$ cat src/rtl/multicycle_ctrl_if.sv
// Memory-port handshake between the multi-cycle controller and the shared memory.
interface multicycle_ctrl_if;
  logic mem_req;
  logic mem_we;
  logic addr_sel;
  logic mem_ack;

  modport master (
    output mem_req,
    output mem_we,
    output addr_sel,
    input  mem_ack
  );

  modport slave (
    input  mem_req,
    input  mem_we,
    input  addr_sel,
    output mem_ack
  );
endinterface

$ cat src/rtl/multicycle_ctrl.sv
// Multi-cycle RV32I control FSM: sequences fetch/decode/execute/memory/writeback
// over a shared datapath and single memory port, counts retired instructions and
// traps on illegal opcodes or memory timeouts.
module multicycle_ctrl #(
  parameter int unsigned MEM_TIMEOUT = 255,
  parameter int unsigned INSTRET_W   = 32
) (
  input  logic                 clk,
  input  logic                 rst_n,
  input  logic [6:0]           opcode,
  input  logic                 br_taken,
  multicycle_ctrl_if.master    mem,
  output logic                 ir_we,
  output logic                 pc_we,
  output logic [1:0]           pc_src,
  output logic [1:0]           alu_a_sel,
  output logic                 alu_b_sel,
  output logic [1:0]           alu_op,
  output logic                 rf_we,
  output logic [1:0]           wb_sel,
  output logic                 retire,
  output logic [INSTRET_W-1:0] instret,
  output logic                 illegal,
  output logic                 bus_err
);

  localparam int unsigned     CNT_W    = $clog2(MEM_TIMEOUT + 1);
  localparam logic [CNT_W-1:0] CNT_LAST = CNT_W'(MEM_TIMEOUT - 1);

  typedef enum logic [2:0] {
    st_idle,
    st_fetch,
    st_decode,
    st_exec,
    st_mem,
    st_wb,
    st_trap
  } state_t;

  typedef enum logic [3:0] {
    cls_r,
    cls_i,
    cls_load,
    cls_store,
    cls_branch,
    cls_lui,
    cls_auipc,
    cls_jal,
    cls_jalr,
    cls_bad
  } cls_t;

  state_t           state_q;
  state_t           state_d;
  cls_t             cls;
  logic [CNT_W-1:0] wait_cnt;
  logic             wait_last;
  logic             illegal_q;
  logic             bus_err_q;

  assign illegal = illegal_q;
  assign bus_err = bus_err_q;

  // An unanswered request in its final allowed cycle; a same-cycle ack wins.
  assign wait_last = mem.mem_req && !mem.mem_ack && (wait_cnt == CNT_LAST);

  // Classify the opcode currently held in IR.
  always_comb begin
    case (opcode)
      7'b0110011: cls = cls_r;
      7'b0010011: cls = cls_i;
      7'b0000011: cls = cls_load;
      7'b0100011: cls = cls_store;
      7'b1100011: cls = cls_branch;
      7'b0110111: cls = cls_lui;
      7'b0010111: cls = cls_auipc;
      7'b1101111: cls = cls_jal;
      7'b1100111: cls = cls_jalr;
      default:    cls = cls_bad;
    endcase
  end

  // State register.
  always_ff @(posedge clk or negedge rst_n) begin
    if (!rst_n) state_q <= st_idle;
    else        state_q <= state_d;
  end

  // Next-state logic.
  always_comb begin
    state_d = state_q;
    case (state_q)
      st_idle:   state_d = st_fetch;
      st_fetch: begin
        if (mem.mem_ack)    state_d = st_decode;
        else if (wait_last) state_d = st_trap;
      end
      st_decode: state_d = (cls == cls_bad) ? st_trap : st_exec;
      st_exec: begin
        case (cls)
          cls_branch:          state_d = st_fetch;
          cls_load, cls_store: state_d = st_mem;
          default:             state_d = st_wb;
        endcase
      end
      st_mem: begin
        if (mem.mem_ack)    state_d = (cls == cls_store) ? st_fetch : st_wb;
        else if (wait_last) state_d = st_trap;
      end
      st_wb:     state_d = st_fetch;
      st_trap:   state_d = st_trap;
      default:   state_d = st_idle;
    endcase
  end

  // Datapath controls decoded from state and instruction class.
  always_comb begin
    mem.mem_req  = 1'b0;
    mem.mem_we   = 1'b0;
    mem.addr_sel = 1'b0;
    ir_we        = 1'b0;
    pc_we        = 1'b0;
    pc_src       = 2'd0;
    alu_a_sel    = 2'd0;
    alu_b_sel    = 1'b0;
    alu_op       = 2'd0;
    rf_we        = 1'b0;
    wb_sel       = 2'd0;
    retire       = 1'b0;
    case (state_q)
      st_fetch: begin
        mem.mem_req = 1'b1;
        ir_we       = mem.mem_ack;
      end
      st_exec: begin
        case (cls)
          cls_r: alu_op = 2'd1;
          cls_i: begin
            alu_b_sel = 1'b1;
            alu_op    = 2'd1;
          end
          cls_load, cls_store, cls_jalr: alu_b_sel = 1'b1;
          cls_lui: begin
            alu_a_sel = 2'd2;
            alu_b_sel = 1'b1;
          end
          cls_auipc: begin
            alu_a_sel = 2'd1;
            alu_b_sel = 1'b1;
          end
          cls_branch: begin
            alu_op = 2'd2;
            pc_we  = 1'b1;
            pc_src = br_taken ? 2'd1 : 2'd0;
            retire = 1'b1;
          end
          default: ;
        endcase
      end
      st_mem: begin
        mem.mem_req  = 1'b1;
        mem.addr_sel = 1'b1;
        mem.mem_we   = (cls == cls_store);
        if (mem.mem_ack && cls == cls_store) begin
          pc_we  = 1'b1;
          retire = 1'b1;
        end
      end
      st_wb: begin
        rf_we  = 1'b1;
        pc_we  = 1'b1;
        retire = 1'b1;
        case (cls)
          cls_load: wb_sel = 2'd1;
          cls_jal: begin
            wb_sel = 2'd2;
            pc_src = 2'd1;
          end
          cls_jalr: begin
            wb_sel = 2'd2;
            pc_src = 2'd2;
          end
          default: ;
        endcase
      end
      default: ;
    endcase
  end

  // Memory wait counter: counts unanswered request cycles, zero whenever no request is outstanding.
  always_ff @(posedge clk or negedge rst_n) begin
    if (!rst_n)                           wait_cnt <= '0;
    else if (mem.mem_req && !mem.mem_ack) wait_cnt <= wait_cnt + 1'b1;
    else                                  wait_cnt <= '0;
  end

  // Sticky trap flags, cleared only by reset.
  always_ff @(posedge clk or negedge rst_n) begin
    if (!rst_n) begin
      illegal_q <= 1'b0;
      bus_err_q <= 1'b0;
    end else begin
      if (state_q == st_decode && cls == cls_bad) illegal_q <= 1'b1;
      if (wait_last)                              bus_err_q <= 1'b1;
    end
  end

  // Retired-instruction counter, wrapping at 2^INSTRET_W.
  always_ff @(posedge clk or negedge rst_n) begin
    if (!rst_n)      instret <= '0;
    else if (retire) instret <= instret + 1'b1;
  end

endmodule

$ cat src/flat_wrapper.sv
// flat-port wrapper written by rule: the top's interface ports become plain ports
module multicycle_ctrl_flat 
#(
  parameter int unsigned MEM_TIMEOUT = 255,
  parameter int unsigned INSTRET_W   = 32
)
  (clk, rst_n, opcode, br_taken, ir_we, pc_we, pc_src, alu_a_sel, alu_b_sel, alu_op, rf_we, wb_sel, retire, instret, illegal, bus_err, mem_mem_req, mem_mem_we, mem_addr_sel, mem_mem_ack);
  multicycle_ctrl_if mem_i ();
  input  logic clk;
  input  logic rst_n;
  input  logic [6:0] opcode;
  input  logic br_taken;
  output logic ir_we;
  output logic pc_we;
  output logic [1:0] pc_src;
  output logic [1:0] alu_a_sel;
  output logic alu_b_sel;
  output logic [1:0] alu_op;
  output logic rf_we;
  output logic [1:0] wb_sel;
  output logic retire;
  output logic [INSTRET_W-1:0] instret;
  output logic illegal;
  output logic bus_err;
  output wire logic [$bits(mem_i.mem_req)-1:0] mem_mem_req;
  output wire logic [$bits(mem_i.mem_we)-1:0] mem_mem_we;
  output wire logic [$bits(mem_i.addr_sel)-1:0] mem_addr_sel;
  input wire logic [$bits(mem_i.mem_ack)-1:0] mem_mem_ack;
  assign mem_mem_req = mem_i.mem_req;
  assign mem_mem_we = mem_i.mem_we;
  assign mem_addr_sel = mem_i.addr_sel;
  assign mem_i.mem_ack = mem_mem_ack;
  multicycle_ctrl #(.MEM_TIMEOUT(MEM_TIMEOUT), .INSTRET_W(INSTRET_W)) u_core (.clk(clk), .rst_n(rst_n), .opcode(opcode), .br_taken(br_taken), .mem(mem_i), .ir_we(ir_we), .pc_we(pc_we), .pc_src(pc_src), .alu_a_sel(alu_a_sel), .alu_b_sel(alu_b_sel), .alu_op(alu_op), .rf_we(rf_we), .wb_sel(wb_sel), .retire(retire), .instret(instret), .illegal(illegal), .bus_err(bus_err));
endmodule
$ cat config.mk
export PLATFORM = sky130hd
export DESIGN_NAME = multicycle_ctrl_flat
export DESIGN_NICKNAME = d
export VERILOG_FILES = /design/src/rtl/multicycle_ctrl_if.sv /design/src/rtl/multicycle_ctrl.sv /design/src/flat_wrapper.sv
export SDC_FILE = /design/constraint.sdc
export NUM_CORES = 1
export LEC_CHECK = 0
export CAP_MARGIN = 20
export CORE_MARGIN = 2
export CORE_UTILIZATION = 49
export CTS_CLUSTER_DIAMETER = 40
export CTS_CLUSTER_SIZE = 30
export DETAILED_ROUTE_END_ITERATION = 7
export GPL_TIMING_DRIVEN = 1
export PLACE_DENSITY = 0.8
export SKIP_LAST_GASP = 1
export SLEW_MARGIN = 15
export SYNTH_ARGS = -nofsm -noshare
export SYNTH_HDL_FRONTEND = slang
export SYNTH_SLANG_ARGS = --single-unit
export TNS_END_PERCENT = 20
$ cat constraint.sdc
create_clock -name clk -period 6.7 [get_ports clk]
set_input_delay 1.675 -clock clk [delete_from_list [all_inputs] [get_ports clk]]
set_output_delay 1.675 -clock clk [all_outputs]
set_load 0.005 [all_outputs]
==> results of run 1 <==
-- synthesized netlist by cell type (3+ instances only) --
| library cell | n | share of area |
|---|---|---|
| o21ai_0 | 6 | 0.012 |
| a21oi_1 | 8 | 0.016 |
| nand2b_1 | 4 | 0.010 |
| clkbuf_1 | 7 | 0.011 |
| and2_1 | 6 | 0.015 |
| dfrtp_1 | 45 | 0.45 |
| nand3_1 | 19 | 0.038 |
| nand3b_1 | 4 | 0.012 |
| ha_1 | 3 | 0.015 |
| nand2_1 | 20 | 0.030 |
| nor4_1 | 3 | 0.0076 |
| nor3_1 | 14 | 0.028 |
| xor2_1 | 18 | 0.064 |
| nor2_1 | 24 | 0.036 |
| inv_1 | 3 | 0.0045 |
| and3b_1 | 3 | 0.011 |
| and4_1 | 5 | 0.018 |
| and3_1 | 7 | 0.018 |
| nor2b_1 | 3 | 0.0076 |
| nand4_1 | 14 | 0.035 |
| xnor2_1 | 19 | 0.067 |
-- kinds of logic after synthesis --
kind of cell | synth area share
simple gates | 0.312
flops | 0.454
fa+ha+maj | 0.0151
compound gates | 0.0616
xor+xnor | 0.131
buf+inv | 0.0262
-- flip-flops by register name (all words and copies together) (netlist names) --
signal / flops
u_core.state_q: 3
u_core.bus_err: 1
u_core.wait_cnt: 8
u_core.illegal: 1
u_core.instret: 32
-- worst max-delay path: cells and delay by family --
family | cells | cell delay (ps)
buffers and inverters | 3 | 1370
AND/OR/NAND/NOR | 3 | 990
-- worst min path at each step --
stage	startpoint	end	slack (ps)	cells after the start
floorplan	u_core.illegal	u_core.illegal	450	1
global placement	u_core.illegal	u_core.illegal	450	1
detailed placement	u_core.illegal	u_core.illegal	450	1
CTS	u_core.illegal	u_core.illegal	470	1
global route	u_core.illegal	u_core.illegal	490	1
finish	u_core.illegal	u_core.illegal	470	1
-- cell type report --
type,instances,area (um2),area share
Multi-Input combinational cell,202,1290,0.398
Timing Repair Buffer,61,616,0.190
Sequential cell,45,1130,0.348
Clock inverter,2,35.0,0.0108
Inverter,4,15.0,0.00465
Tap cell,67,83.8,0.0259
Clock buffer,5,68.8,0.0213
-- metrics by stage --
stage / instance area, um2 / util / setup WS [ps] / hold slack [ps]
floorplan: 2480 / - / 2130 / 451
global placement: 3110 / 0.649 / 1040 / 446
detailed placement: 3110 / 0.649 / 1020 / 451
CTS: 3210 / 0.671 / 1010 / 474
global route: 3230 / 0.675 / 874 / 486
finish: 3230 / 0.675 / 984 / 471
-- power groups by stage --
stage / combinational (mW) / clock, mW / sequential (mW)
after floorplan: 0.123 / 0 / 0.334
after global placement: 0.204 / 0 / 0.344
after detailed placement: 0.207 / 0 / 0.345
after CTS: 0.208 / 0.199 / 0.339
after global routing: 0.230 / 0.212 / 0.346
final: 0.208 / 0.193 / 0.339
-- per-layer routing --
layer,up-vias,wire length [um],track usage
met4,0,16,0.0317
met3,3,194,0.0402
li1,1042,-,-
met2,41,2660,0.317
met5,-,0,0
met1,992,2550,0.282
==> out/metrics.csv, run 1 <==
stage,metric,value,unit
outcome,status,"complete, no violations",
grt,grt_usage,0.197,
detailed_routing,drc,0,
sta,drv_slew,0,
pwr,switchingPower,0.230,mW
sta,maxSlewHeadroom,0.610,
yosys,avgSynthCellArea,9.50,um2
sta,rsz0062_at_grt,no,
worst_setup_path,path_max_fanout,15,
pwr,p_int,0.510,mW
worst_setup_path,critPathLaunch,opcode[2],
sta,finalHoldViolations,0,
sta,setup_viol,0,
floorplanning,initial_core_util,0.518,
pwr,leakage,1.27,nW
worst_setup_path,crit_chain,"clkdlybuf4s50_1, nand4bb_1, or4_4, and3_4, clkinv_1, clkdlybuf4s50_1",
yosys,synth-main-ff-cell,dfrtp_1,
cts,post_cts_resize_count,0,
grt,grt_pass1_wl,8.64,mm
sta,worstMarginPinSlew,584,ps
yosys,syn_inst,261,
worst_setup_path,critPathLaunchType,primary input,
detailed_routing,vias,2078,
cts,root_buffer,clkbuf_8,
cts,ctsHoldBuffers,0,
sta,period_share,0.853,
worst_setup_path,critPathMaxStageDelay,610,ps
yosys,yosysSeqAreaShare,0.454,
worst_setup_path,worst-r2r-setup-slack,4440,ps
detailed_routing,drt_iter0_drc,92,
grt,grt_antenna_before_repair,0,
pwr,vdd.ir_drop.worst,0.000181,V
worst_setup_path,slowest_stage,clkdlybuf4s50_1,
cells_and_area,layout.cells.non_filler,386,
sta,clock_skew,5.90,ps
yosys,synth_edf_count,0,
cts,htree_num_levels,2,
placement,io_buffers,60,
worst_setup_path,critPathArrivalTime,4040,ps
placement,place_congestion,0.863,
floorplanning,die_h,75.1,um
detailed_routing,drt-total-wl,5.42,mm
cells_and_area,nNetsFinal,333,
pwr,power.density_cell_area,229,nW/um2
floorplanning,ios,61,
pwr,p_sw_frac,0.311,
cts,clock_latency,290,ps
cells_and_area,nFillCells,399,
job,cap_violations,0,
cells_and_area,area_delta_synth_final,30.4,%
cells_and_area,drive_gt1_frac,0.0408,
yosys,syn_area,2480,um2
worst_setup_path,reg2reg_depth,5,
yosys,yosysWarnings,0,
floorplanning,coreArea,4790,um2
grt,grt_overflow,0,
cts,cts.sinks,45,
cts,numCtsBuffers,5,
worst_setup_path,critical_path_class,primary input to primary output,
worst_setup_path,crit_required,5030,ps
worst_setup_path,crit_top_cell,clkdlybuf4s50_1,
floorplanning,dieArea,5640,um2
cells_and_area,layout_common_cells,"clkdlybuf4s50_1 (59), dfrtp_1 (45), nor2_1 (24)",
floorplanning,fp-row-count,25,
grt,grt_pass1_vias,1793,
cts,clkTransAtPathRegs,70,ps
pwr,finalPower,0.740,mW
placement,hpwl,3.97,mm
floorplanning,die_x,75.1,um
detailed_routing,first_pass_iters,4,
yosys,synth_fp_nets,275,
worst_hold_path,min_path_type,flip-flop to flip-flop,
worst_setup_path,cp-endpoint,pc_we,
cells_and_area,diodes,0,
worst_setup_path,cp-end-kind,primary output,
worst_setup_path,r2r_end,u_core.instret[14],
pwr,clkPwrFrac,0.261,
yosys,synthArstFlopShare,1.00,
worst_setup_path,r2r_start,u_core.state_q[1],
sta,fmax,175,MHz
detailed_routing,ant_nets,0,
cts,clockBufferDepth,2,
detailed_routing,vias_per_cell,5.38,
pwr,comb_power_share,0.281,
sta,period_needed,5720,ps
cts,postCtsSetupBuffers,0,
pwr,seqPwrFrac,0.459,
yosys,synth_cell_types,44,
yosys,synth_seq_cells,45,
placement,place_inst,378,
detailed_routing,detail_route.wl_per_cell,14.0,um
sta,fin_setup_tns,0,ps
cts,tritoncts,yes,
grt,grt_max_degree,46,
cells_and_area,final_common_cell,clkdlybuf4s50_1,
Note: power is estimated with default switching activity, not from simulation.
==> run 2, diff against run 1 <==
- CTS_CLUSTER_SIZE: 30 -> 8
==> results of run 2 <==
The final DEF is identical to that of run 1; final timing and power are the same.
